File: src/rtl/gpr_wb_arb.sv
// Writeback arbiter: two requesters share the register file write port using round-robin grant and a one-cycle output stage.
// Optional macro GPR_WB_FWD_EN compiles in read-data forwarding from the staged write.
module gpr_wb_arb (
  input  logic        Clk,
  input  logic        Reset,
  input  logic        Hold,
  input  logic        Req0Valid,
  input  logic [4:0]  Req0RD,
  input  logic [31:0] Req0Data,
  output logic        Req0Ready,
  input  logic        Req1Valid,
  input  logic [4:0]  Req1RD,
  input  logic [31:0] Req1Data,
  output logic        Req1Ready,
  output logic [4:0]  RD,
  output logic        RegWrite,
  output logic [31:0] WData,
  input  logic [4:0]  RS1,
  input  logic [4:0]  RS2,
  input  logic [31:0] GprRData1,
  input  logic [31:0] GprRData2,
  output logic [31:0] RData1,
  output logic [31:0] RData2
);

  // Handshake: a request transfers on a rising edge where Valid and Ready are both 1;
  // requesters keep Valid/RD/Data stable until that edge, and Ready never depends on RD/Data.
  logic        last_gnt_q, last_gnt_d;
  logic [4:0]  rd_q, rd_d;
  logic        we_q, we_d;
  logic [31:0] wdata_q, wdata_d;
  logic        gnt0, gnt1;

  // On a tie the requester that did not win last time is granted.
  always_comb begin
    gnt0 = 1'b0;
    gnt1 = 1'b0;
    if (!Hold) begin
      if (Req0Valid && Req1Valid) begin
        gnt0 = last_gnt_q;
        gnt1 = !last_gnt_q;
      end else begin
        gnt0 = Req0Valid;
        gnt1 = Req1Valid;
      end
    end
  end

  assign Req0Ready = gnt0;
  assign Req1Ready = gnt1;

  // An accepted r0 write completes the handshake but leaves the write enable low.
  always_comb begin
    last_gnt_d = last_gnt_q;
    rd_d       = rd_q;
    wdata_d    = wdata_q;
    we_d       = 1'b0;
    if (gnt0) begin
      last_gnt_d = 1'b0;
      rd_d       = Req0RD;
      wdata_d    = Req0Data;
      we_d       = (Req0RD != 5'd0);
    end else if (gnt1) begin
      last_gnt_d = 1'b1;
      rd_d       = Req1RD;
      wdata_d    = Req1Data;
      we_d       = (Req1RD != 5'd0);
    end
  end

  always_ff @(posedge Clk or posedge Reset) begin
    if (Reset) begin
      last_gnt_q <= 1'b1;
      rd_q       <= 5'd0;
      we_q       <= 1'b0;
      wdata_q    <= 32'd0;
    end else begin
      last_gnt_q <= last_gnt_d;
      rd_q       <= rd_d;
      we_q       <= we_d;
      wdata_q    <= wdata_d;
    end
  end

  assign RD       = rd_q;
  assign RegWrite = we_q;
  assign WData    = wdata_q;

`ifdef GPR_WB_FWD_EN
  // Covers the cycle before the register file has captured the staged write.
  assign RData1 = (we_q && (rd_q == RS1) && (rd_q != 5'd0)) ? wdata_q : GprRData1;
  assign RData2 = (we_q && (rd_q == RS2) && (rd_q != 5'd0)) ? wdata_q : GprRData2;
`else
  logic unused_rs;
  assign unused_rs = ^{RS1, RS2};
  assign RData1    = GprRData1;
  assign RData2    = GprRData2;
`endif

endmodule

File: config.mk
export PLATFORM = sky130hd
export DESIGN_NAME = gpr_wb_arb
export DESIGN_NICKNAME = d
export VERILOG_FILES = /design/src/rtl/gpr_wb_arb.sv
export SDC_FILE = /design/constraint.sdc
export NUM_CORES = 1
export LEC_CHECK = 0
export BUFFER_PORTS_ARGS = -buffer_cell sky130_fd_sc_hd__buf_2
export CAP_MARGIN = 10
export CORE_AREA = 2 2 101 103
export CTS_BUF_LIST = sky130_fd_sc_hd__clkbuf_16
export DETAILED_ROUTE_END_ITERATION = 10
export DIE_AREA = 0 0 103 105
export PLACE_DENSITY_LB_ADDON = 0.25
export SYNTH_ARGS = -nofsm -noshare
export SYNTH_HDL_FRONTEND = slang
export SYNTH_SLANG_ARGS = --single-unit
File: constraint.sdc
create_clock -name Clk -period 2.7 [get_ports Clk]
set_clock_uncertainty 0.05 [all_clocks]
set_input_delay 0.675 -clock Clk [delete_from_list [all_inputs] [get_ports Clk]]
set_output_delay 0.675 -clock Clk [all_outputs]
set_load 0.02 [all_outputs]
* After elaboration in Yosys (flattened, before gate mapping) *
Cells that the tools add are included.

operators by class
  mux-type cells = 12
  reduce and logical (&&, ||, !) cells = 5

operator list
  kind               number
  $mux 32            2
  $mux 5             2
  $reduce_bool 5->1  2
  $mux 1             8
  $reduce_bool 2->1  1
  $logic_and 1x1->1  1
  $logic_not 1->1    1

storage, ports and cells
  register bits after elaboration = 39
  input bits = 153
  word-level logic and storage cells = 21
  output and inout port bits = 104

* Depth between registers and ports, before layout *
Gate-level depths: netlist (run 1).

  word-level depth = 5
  mapped depth = 7
  mapped depth without buffers = 3

* Worst setup path before layout (run 1) *
OpenSTA, ideal clock, no wires.

  path kind = input to output
  start = input Req0Valid
  end = output Req0Ready
  data arrival time = 1.359 ns
  path buffers = 1
  data required time = 1.975 ns
  cell stages on the path = 3
  slack = 0.616 ns
  path through = buf_6 -> nand2b_1 -> nor2_1

on the way
  longest elaborated chain between the ends = 3

RTL lines
  what               RTL line  source
  from (decl)        7         input logic Req0Valid,
  $logic_and 1x1->1  39        if (Req0Valid && Req1Valid) begin
  $mux 1 *           39
  $mux 1 *           38        if (!Hold) begin
  to (decl)          10        output logic Req0Ready,

Every way passes the cells marked *; elsewhere a longest branch is shown, timed or not.

* Worst setup path in the final report (run 1) *
  start = register last_gnt_q
  end = output Req1Ready

on the way
  longest elaborated chain between the ends = 3

RTL lines
  what                    RTL line  source
  from (decl)             28        logic last_gnt_q, last_gnt_d;
  from (signal assigned)  78        last_gnt_q <= last_gnt_d;
  $logic_not 1->1         41        gnt1 = !last_gnt_q;
  $mux 1                  39
  $mux 1                  38
  to (decl)               14        output logic Req1Ready,

Every way passes these cells.

==> results by group, run 1 <==
Timing
  – Final Hold Fails: 0
  – Worst slew margin: 61.7%
  – Hold Worst Slack: 0.394 ns
  – F_max: 429 MHz
  – RSZ-0062 raised after global routing: false
  – Setup TNS: 0 ns
  – Max Slew Vio Count: 0
  – Worst slew pin tran: approximately 0.57 ns
  – Min Tclk post-route: ~2.3 ns
  – Final setup vio count: 0
  – Period Utilization, post-route: a little under nine tenths

Critical path
  – CP Capture Type: primary output
  – Kind of critical path: register to primary output
  – Critical Path RT: a little under 2 ns
  – Worst Path Arrival: around 1.6 ns
  – CP Max Fanout: 19
  – Critical Path Start Type: register

Power and ir drop
  – Psw: 618 uW
  – Clock share of power: 34.6%
  – Max IR drop VDD: around 0.27 mV
  – Sequential Power Share: a little under two fifths
  – PD cells: around 640 nW/um^2
  – Sw Share: ~32%
  – Total power: between 1.5 and 2 mW
  – Int Pwr: 1.30 mW
  – Part of the power in combinational logic: a little over a quarter
  – Leakage Power: around 1.3 nW

Global route
  – Antenna violations before repair: 0
  – Vias in the first global route: about 2.4k
  – Total gr overflow: 0
  – Total track usage: between 10 and 15%
  – Largest net degree at the start of global routing: 39
  – Global-route wire length before repair: 12,500 microns

Yosys
  – Synth area leader: dfrtp_1
  – Mapped Area: approximately 2600 sq um
  – Syn Area/Cell: 8.97 sq um
  – Syn nets: ~440
  – Cells after synthesis: between 200 and 300
  – Ys Warns: 0
  – Synth area leaders: dfrtp_1 37%, buf_4 19%, o2111ai_1 11%, a31oi_1 7.2%, o21ai_0 5.4%
  – Sequential-to-total area share from yosys stat: between 30% and 40%
  – Yosys reg bits: 39
  – Top-area cell type share of the netlist area: a little over a third
  – Post-synth cell types: 24

CTS
  – Maximum clock insertion buffer count: 2
  – H-tree lvl count: 2
  – Root Buffer: clkbuf_16
  – CTS tree: done
  – Clk sinks: 39
  – CTS hold repair buffers: 0
  – Num CTS Buffers: 5
  – Postcts setup bufs: 0
  – Post-cts resize count: 0
  – Clock Latency Late Sink: 0.27 ns
  – Clock-pin slew on the worst setup and hold paths: 0.06 ns

Floorplanning
  – Overall die height: around 110 microns
  – I/O pins: around 260
  – Die area: ~11,000 sq um
  – Initial core utilization: between 20% and 30%
  – Die W: 103 microns
  – Core Area: slightly below 10,000 sq um
  – FP Rows: 36

Routing
  – Final wirelength: just over 8000 microns
  – Post-DR vias/cell: roughly 5
  – # DRC: 0
  – First-pass detailed-route iteration total: 4
  – Starting DRT DRC Count: around 150
  – Via count: between 2k and 2.5k
  – WL/cell: between 15 and 20 microns
  – Post-route ant nets: 0

Min path
  – Hold Crit Class: input port to asynchronous set/reset pin

Place
  – DP Wirelength: ~5800 microns
  – Input/output buffers: about 120
  – RePlAce Congestion: approximately 0.80

Job
  – Max-Cap Viols: 0

Outcome
  – Status: finished, final reports clean

Cells and area
  – FILL cells: ~1.1k
  – # diodes: 0
  – Proportion of layout cells with a drive suffix above 1: a little over two fifths
  – Nets@finish: between 400 and 500
  – Area Overhead vs Synth: 14.2%
cells in the mapped netlist:
cell	instances
buf_4	65
dfrtp_1	38
nor2_1	36
o2111ai_1	33
a31oi_1	30
o21ai_0	28
clkbuf_1	15
buf_6	7
nor2b_1	5
o21ai_1	5
a221o_1	4
a31oi_2	3
buf_2	3
clkbuf_2	3
inv_1	3
nand2_1	3
nor3_1	2
a22o_1	1
and2_1	1
dfstp_2	1
nand2b_1	1
nor2b_4	1
o21ba_1	1
o22a_1	1
per-stage QoR:
| stage | instance area (sq um) | util (%) | cells | setup WS [ns] |
|---|---|---|---|---|
| 4_1_cts | 2970 | 30.8 | 468 | 0.345 |
| 2_1_floorplan | 2600 | - | 290 | 0.616 |
| 6_report | 2970 | 30.8 | 468 | 0.371 |
| 3_5_place_dp | 2810 | 29.1 | 460 | 0.550 |
| 5_1_grt | 2970 | 30.8 | 468 | 0.281 |
| 3_3_place_gp | 2810 | 29.1 | 460 | 0.573 |
layer usage:
metal  vias to the layer above  part of all wire [%]  track usage [%]
li1                       1091                     -                -
met1                      1117                    40             17.6
met2                        98                    51             24.9
met3                        34                   6.5             2.68
met4                         0                   3.0             6.58
met5                         -                     0                0
final timing paths:
kind | depth (start not counted) | slack, ns | start | endpoint
max in group asynchronous | 3 | 1.65 | Reset | WData[10]$_DFFE_PP0P_
min in group Clk | 2 | 0.49 | WData[17]$_DFFE_PP0P_ | WData[17]$_DFFE_PP0P_
max | 3 | 0.37 | last_gnt_q$_DFFE_PP1P_ | Req1Ready
max reg2reg | 3 | 1.06 | last_gnt_q$_DFFE_PP1P_ | RD[3]$_DFFE_PP0P_
min | 2 | 0.39 | Reset | WData[22]$_DFFE_PP0P_
min reg2reg | 2 | 0.49 | WData[17]$_DFFE_PP0P_ | WData[17]$_DFFE_PP0P_
worst max-delay path: stages (launching register included):
cell and delay, ns:
dfstp_2 0.80, nand2_1 0.12, and2_1 0.23, buf_2 0.19
power by group through the flow:
stage	combinational (mW)	clock, mW	sequential (mW)
2_1_floorplan	0.370	0	0.825
3_3_place_gp	0.523	0	0.745
3_5_place_dp	0.521	0	0.747
4_1_cts	0.522	0.681	0.737
5_1_grt	0.568	0.706	0.748
6_report	0.517	0.662	0.734
state kept, by name, summed over array words and instances (netlist names):
name,count
WData,32
RegWrite,1
last_gnt_q,1
RD,5
cells in the final DEF, fill, tap and decap left out, drive strengths merged:
cell type / count
buf: 130
dfrtp: 38
nor2: 36
o2111ai: 33
a31oi: 33
o21ai: 33
nor2b: 6
clkbuf: 5
a221o: 4
inv: 3
nand2: 3
nor3: 2
clkinv: 2
o21ba: 1
nand2b: 1
and2: 1
a22o: 1
o22a: 1
bufinv: 1
dfstp: 1
area by class of cell:
type / instances / area, sq um / share of cell area, %
Clock buffer: 5 / 125 / 4.21
Clock inverter: 3 / 38.8 / 1.30
Inverter: 3 / 11.3 / 0.379
Multi-Input combinational cell: 155 / 961 / 32.3
Sequential cell: 39 / 977 / 32.9
Tap cell: 133 / 166 / 5.60
Timing Repair Buffer: 130 / 693 / 23.3
kinds of logic (layout without fill, tap and decap cells):
logic type / after synthesis / in the layout / share of synthesized area [%]
and+or+nand+nor: 49 / 49 / 8.22
AOI/OAI and AO/OA: 106 / 106 / 28.7
DFF: 39 / 39 / 37.5
buffers and inverters: 96 / 141 / 25.5
Note: power is estimated with default switching activity, not from simulation.
==> run 2, diff against run 1 <==
PLACE_DENSITY_LB_ADDON = unset   (was 0.25)
SETUP_SLACK_MARGIN = 0.5   (was unset)
==> results by group, run 2 (synthesis gave the netlist of run 1 again) <==
Outcome
  – Status: finished, final reports clean

Place
  – Placed instance area: 2790 sq um (-0.53%)
  – RePlAce Congestion: 0.745 (-6.5%)
  – Setup WS pre-CTS: 0.472 ns (-0.0779 ns)
  – DP Wirelength: 5650 microns (-3.3%)
  – Input/output buffers: 118 (unchanged)

Min path
  – Hold Crit Class: input port to asynchronous set/reset pin

CTS
  – Clock Latency Late Sink: 0.28 ns (about the same)
  – H-tree lvl count: 2 (unchanged)
  – Root Buffer: clkbuf_16
  – Clk sinks: 39 (unchanged)
  – Clock-pin slew on the worst setup and hold paths: 0.06 ns (about the same)
  – CTS tree: done
  – Num CTS Buffers: 5 (unchanged)
  – Maximum clock insertion buffer count: 2 (unchanged)
  – CTS hold repair buffers: 0 (unchanged)

Timing
  – RSZ-0062 raised after global routing: false
  – Max Slew Vio Count: 0 (unchanged)
  – Setup TNS: 0 ns (unchanged)
  – Worst slew pin tran: 0.631 ns (+0.0574 ns)
  – Final Hold Fails: 0 (unchanged)
  – Period Utilization, post-route: 78.8% (-7.4 points)
  – Final setup vio count: 0 (unchanged)
  – Hold Worst Slack: 0.423 ns (+0.0297 ns)
  – Worst slew margin: 57.9% (-3.8 points)
  – Min Tclk post-route: 2.13 ns (-0.200 ns)
  – Crit path setup slack, layout: 0.572 ns (+0.200 ns)
  – F_max: 470 MHz (+9.4%)

Global route
  – Total gr overflow: 0 (unchanged)
  – Met3 Usage GRT: 5.22% (+2.5 points)
  – GR met2 Demand/Resource: 23.5% (-1.4 points)
  – Global-route wire length before repair: 11,400 microns (-8.9%)
  – Total track usage: 13.4% (-1.2 points)
  – Vias in the first global route: 2,201 (-6.9%)
  – Busiest grt layer: met2
  – GR Util met1: 15.1% (-2.5 points)
  – Largest net degree at the start of global routing: 34 (-13%)
  – Antenna violations before repair: 0 (unchanged)

Critical path
  – Kind of critical path: input port to primary output
  – Worst Path Arrival: 1.40 ns (-0.20 ns)
  – Crit path from: Hold
  – Cell-by-cell trace of the critical path: buf_2, nand2b_1, nor2_2, buf_2
  – Critical Path Start Type: input port
  – CP Capture Type: primary output
  – Critical Path Max Stage Delay: 0.23 ns (-0.57 ns)
  – CP dominant cell by count: buf_2
  – Worst r2r src: last_gnt_q$_DFFE_PP1P_
  – R2R Path End: WData[6]$_DFFE_PP0P_
  – Slowest library cell on the worst path: nor2_2
  – Critical Path RT: 1.98 ns (about the same)
  – R2R cell count: 3 (unchanged)
  – Reg2reg setup slack: 1.23 ns (+0.17 ns)
  – CP Max Fanout: 6 (-13)

Floorplanning
  – Die area: 10,800 sq um (unchanged)
  – FP Rows: 36 (unchanged)
  – Overall die height: 105 microns (unchanged)
  – Die W: 103 microns (unchanged)
  – Core Area: 9640 sq um (unchanged)
  – Initial core utilization: 27.0% (unchanged)
  – I/O pins: 257 (unchanged)

Power and ir drop
  – Leakage Power: 1.26 nW (-1.3%)
  – Int Pwr: 1.20 mW (-7.4%)
  – Sequential Power Share: 39.8% (+1.4 points)
  – Total power: 1.80 mW (-5.7%)
  – PD cells: 614 nW/um^2 (-4.6%)
  – Clock share of power: 31.0% (-3.6 points)
  – Max IR drop VDD: 0.242 mV (-11%)
  – Sw Share: 33.5% (+1.2 points)
  – Part of the power in combinational logic: 29.2% (+2.2 points)
  – Psw: 604 uW (-2.2%)

Cells and area
  – Most frequent cells in the layout: 118 x buf_2, 38 x dfrtp_1, 35 x nor2_1
  – Max reg flops: 32 (unchanged)
  – Nets@finish: 485 (-0.41%)
  – FILL cells: 1,057 (-0.66%)
  – Commonest non-fill, non-tap cell in the layout: buf_2
  – Area Overhead vs Synth: 12.9%
  – Proportion of layout cells with a drive suffix above 1: 43.2% (+0.56 points)
  – # diodes: 0 (unchanged)
  – Fin area: 2940 sq um (-1.2%)

Routing
  – Final wirelength: 7710 microns (-5.7%)
  – Via count: 2,316 (-1.0%)
  – Starting DRT DRC Count: 88 (-39%)
  – Post-DR vias/cell: 4.97 (-0.60%)
  – First-pass detailed-route iteration total: 4 (unchanged)
  – # DRC: 0 (unchanged)
  – Post-route ant nets: 0 (unchanged)
  – WL/cell: 16.5 microns (-5.3%)

Job
  – Max-Cap Viols: 0 (unchanged)
## run 2: changes by cell type in the layout (fill, tap and decap cells not counted), sizes merged
cell,before,now
buf,130,128
bufinv,1,0
clkinv,2,3
## run 2: layer usage
metal	vias up	part of all wire, %
met3	16	10
met2	135	52
li1	1081	-
met4	0	0.99
met1	1084	37
met5	-	0
## run 2: what timing repair did
action | 4_1_cts | 5_1_grt
setup endpoints to repair | 1 | 1
pin swaps | 0 | 0
endpoints found under the hold margin | 0 | 0
buffers inserted | 0 | 0
gates resized for setup | 1 | 1
cloned | 0 | 0
## run 2: layout make-up
cell class                 instances  area (sq um)  share of cell area, %
inverter                           3          11.3                  0.383
tap                              133           166                   5.66
multi-input combinational        155           965                   32.8
clock inverter                     3          15.0                  0.511
clock buffer                       5           125                   4.26
sequential                        39           977                   33.3
timing repair buffer             128           678                   23.1
## run 2: worst max-delay path, delay by kind of cell
family                 cells  cell delay, ns
buffers and inverters      2            0.33
and+or+nand+nor            2            0.40
## run 2: metrics by stage
step                util [%]  std cells
floorplan                  -        290
global placement        29.0        458
detailed placement      29.0        458
CTS                     30.5        466
global route            30.5        466
finish                  30.5        466
## run 2: how the worst max path moves through the flow
stage | slack [ns] | depth (start not counted) | end
after floorplan | 0.62 | 3 | Req0Ready
after global placement | 0.47 | 4 | Req0Ready
after detailed placement | 0.47 | 4 | Req0Ready
after CTS | 0.56 | 4 | Req0Ready
after global routing | 0.52 | 4 | Req0Ready
final | 0.57 | 4 | Req0Ready
## run 2: power groups by stage
stage / logic (mW) / registers [mW] / clock network [mW]
floorplan: 0.370 / 0.825 / 0
global placement: 0.527 / 0.726 / 0
detailed placement: 0.531 / 0.730 / 0
CTS: 0.534 / 0.719 / 0.580
global route: 0.578 / 0.728 / 0.607
finish: 0.527 / 0.718 / 0.559
==> run 3, diff against run 2 <==
clock period = 2.2 ns   (was 2.7 ns; I/O delays follow)
==> results by group, run 3 (synthesis gave the netlist of run 1 again) <==
Outcome
  – Status: finished, final reports clean

Timing
  – RSZ-0062 raised after global routing: true
  – Period Utilization, post-route: 83.4%
  – Worst slew pin tran: 0.676 ns (+0.0451 ns)
  – Max Slew Vio Count: 0 (unchanged)
  – Final setup vio count: 0 (unchanged)
  – Worst slew margin: 54.7% (-3.2 points)
  – F_max: ~550 MHz
  – Final Hold Fails: 0 (unchanged)
  – Setup TNS: 0 ns (unchanged)
  – Crit path setup slack, layout: 0.365 ns (-0.206 ns)
  – Min Tclk post-route: ~1.8 ns

Routing
  – Post-route ant nets: 0 (unchanged)
  – First-pass detailed-route iteration total: 4 (unchanged)
  – WL/cell: 17.0 microns (+2.9%)
  – Post-DR vias/cell: 5.07 (+2.0%)
  – Via count: 2,397 (+3.5%)
  – # DRC: 0 (unchanged)
  – Starting DRT DRC Count: 111 (+26%)
  – Final wirelength: 8050 microns (+4.4%)

Cells and area
  – Area of the multi-input gates: 973 sq um (+0.91%)
  – Reg area: 981 sq um (+0.38%)
  – # diodes: 0 (unchanged)
  – Proportion of layout cells with a drive suffix above 1: 44.4% (+1.2 points)
  – Area Overhead vs Synth: 17.0%
  – Max reg flops: 32 (unchanged)
  – Fin area: 3040 sq um (+3.6%)
  – Commonest non-fill, non-tap cell in the layout: buf_2
  – Nets@finish: 493 (+1.6%)
  – Most frequent cells in the layout: 115 x buf_2, 38 x dfrtp_1, 35 x nor2_1
  – Fin util: 31.6% (+1.1 points)
  – FILL cells: 1,058 (+0.095%)

CTS
  – Num CTS Buffers: 5 (unchanged)
  – Clock-pin slew on the worst setup and hold paths: 0.06 ns (about the same)
  – CTS tree: done
  – Maximum clock insertion buffer count: 2 (unchanged)
  – H-tree lvl count: 2 (unchanged)
  – Root Buffer: clkbuf_16
  – Clk sinks: 39 (unchanged)
  – CTS hold repair buffers: 0 (unchanged)
  – Clock Latency Late Sink: 0.27 ns (about the same)

Global route
  – Met3 Usage GRT: 4.68% (-0.54 points)
  – Largest net degree at the start of global routing: 36 (+5.9%)
  – Total gr overflow: 0 (unchanged)
  – Vias in the first global route: 2,294 (+4.2%)
  – GR Util met1: 15.9% (+0.78 points)
  – GR met2 Demand/Resource: 24.5% (+0.97 points)
  – Busiest grt layer: met2
  – Antenna violations before repair: 0 (unchanged)
  – Global-route wire length before repair: 12,000 microns (+5.3%)
  – Total track usage: 14.2% (+0.79 points)

Critical path
  – CP Capture Type: primary output
  – Worst r2r src: last_gnt_q$_DFFE_PP1P_
  – Worst path bufs/invs: 1 (-1)
  – Critical Path Max Stage Delay: 0.64 ns (+0.41 ns)
  – Kind of critical path: register to primary output
  – Delay-heaviest family, CP: flip-flops
  – Cell-by-cell trace of the critical path: nand2_2, and2_4, buf_6
  – Crit path from: last_gnt_q$_DFFE_PP1P_
  – Worst Path Arrival: 1.23 ns (-0.17 ns)
  – Critical Path RT: 1.60 ns (-0.38 ns)
  – Critical Path Start Type: register
  – Slowest library cell on the worst path: dfstp_4
  – CP Max Fanout: 3 (-3)

Floorplanning
  – Die W: 103 microns (unchanged)
  – Core Area: 9640 sq um (unchanged)
  – Die area: 10,800 sq um (unchanged)
  – Initial core utilization: 27.0% (unchanged)
  – I/O pins: 257 (unchanged)
  – FP Rows: 36 (unchanged)
  – Overall die height: 105 microns (unchanged)

Place
  – Placed instance area: 2810 sq um (+0.54%)
  – DP Wirelength: 5560 microns (-1.6%)
  – RePlAce Congestion: 0.772 (+3.7%)
  – Setup WS pre-CTS: 0.232 ns (-0.240 ns)
  – Input/output buffers: 118 (unchanged)

Job
  – Max-Cap Viols: 0 (unchanged)

Power and ir drop
  – Max IR drop VDD: 0.289 mV (+19%)
  – PD cells: 745 nW/um^2 (+21%)
  – Leakage Power: 1.31 nW (+3.4%)

Min path
  – Hold Crit Class: input port to asynchronous set/reset pin
run 3: metal layers:
metal / share of wire (%) / up-vias
met5: 0 / -
li1: - / 1096
met1: 39 / 1147
met4: 2.2 / 0
met2: 50 / 126
met3: 8.8 / 28
run 3: path summary, 6_finish.rpt:
kind                                    endpoint  slack (ns)  cells past startpoint
setup / recovery                       Req1Ready        0.37                      3
hold / removal             WData[27]$_DFFE_PP0P_        0.24                      2
setup reg to reg            WData[4]$_DFFE_PP0P_        0.62                      5
hold reg to reg            WData[15]$_DFFE_PP0P_        0.49                      2
max in group asynchronous  WData[20]$_DFFE_PP0P_        1.35                      3
min in group Clk               RD[4]$_DFFE_PP0P_        0.47                      2
run 3: stage by stage:
stage	hold slack, ns	power (mW)	cells
final	0.236	2.27	473
after detailed placement	0.484	1.56	458
after global placement	0.479	1.54	458
after CTS	0.250	2.29	471
after global routing	0.282	2.40	473
after floorplan	0.586	1.47	290
run 3: cell type report:
class	count	area share [%]
Clock buffer	5	4.11
Clock inverter	2	0.288
Inverter	3	0.370
Multi-Input combinational cell	155	32.0
Sequential cell	39	32.2
Tap cell	133	5.47
Timing Repair Buffer	136	25.6
run 3: power breakdown:
part | total, mW | switching (mW) | internal [mW]
registers | 0.882 | 0.0556 | 0.827
logic | 0.705 | 0.430 | 0.275
clock network | 0.681 | 0.274 | 0.408
total | 2.27 | 0.759 | 1.51
run 3: repair_timing:
action	in CTS	in global routing
buffers inserted	6	2
pin swaps	2	2
gates resized for setup	10	3
endpoints found under the setup margin	2	19
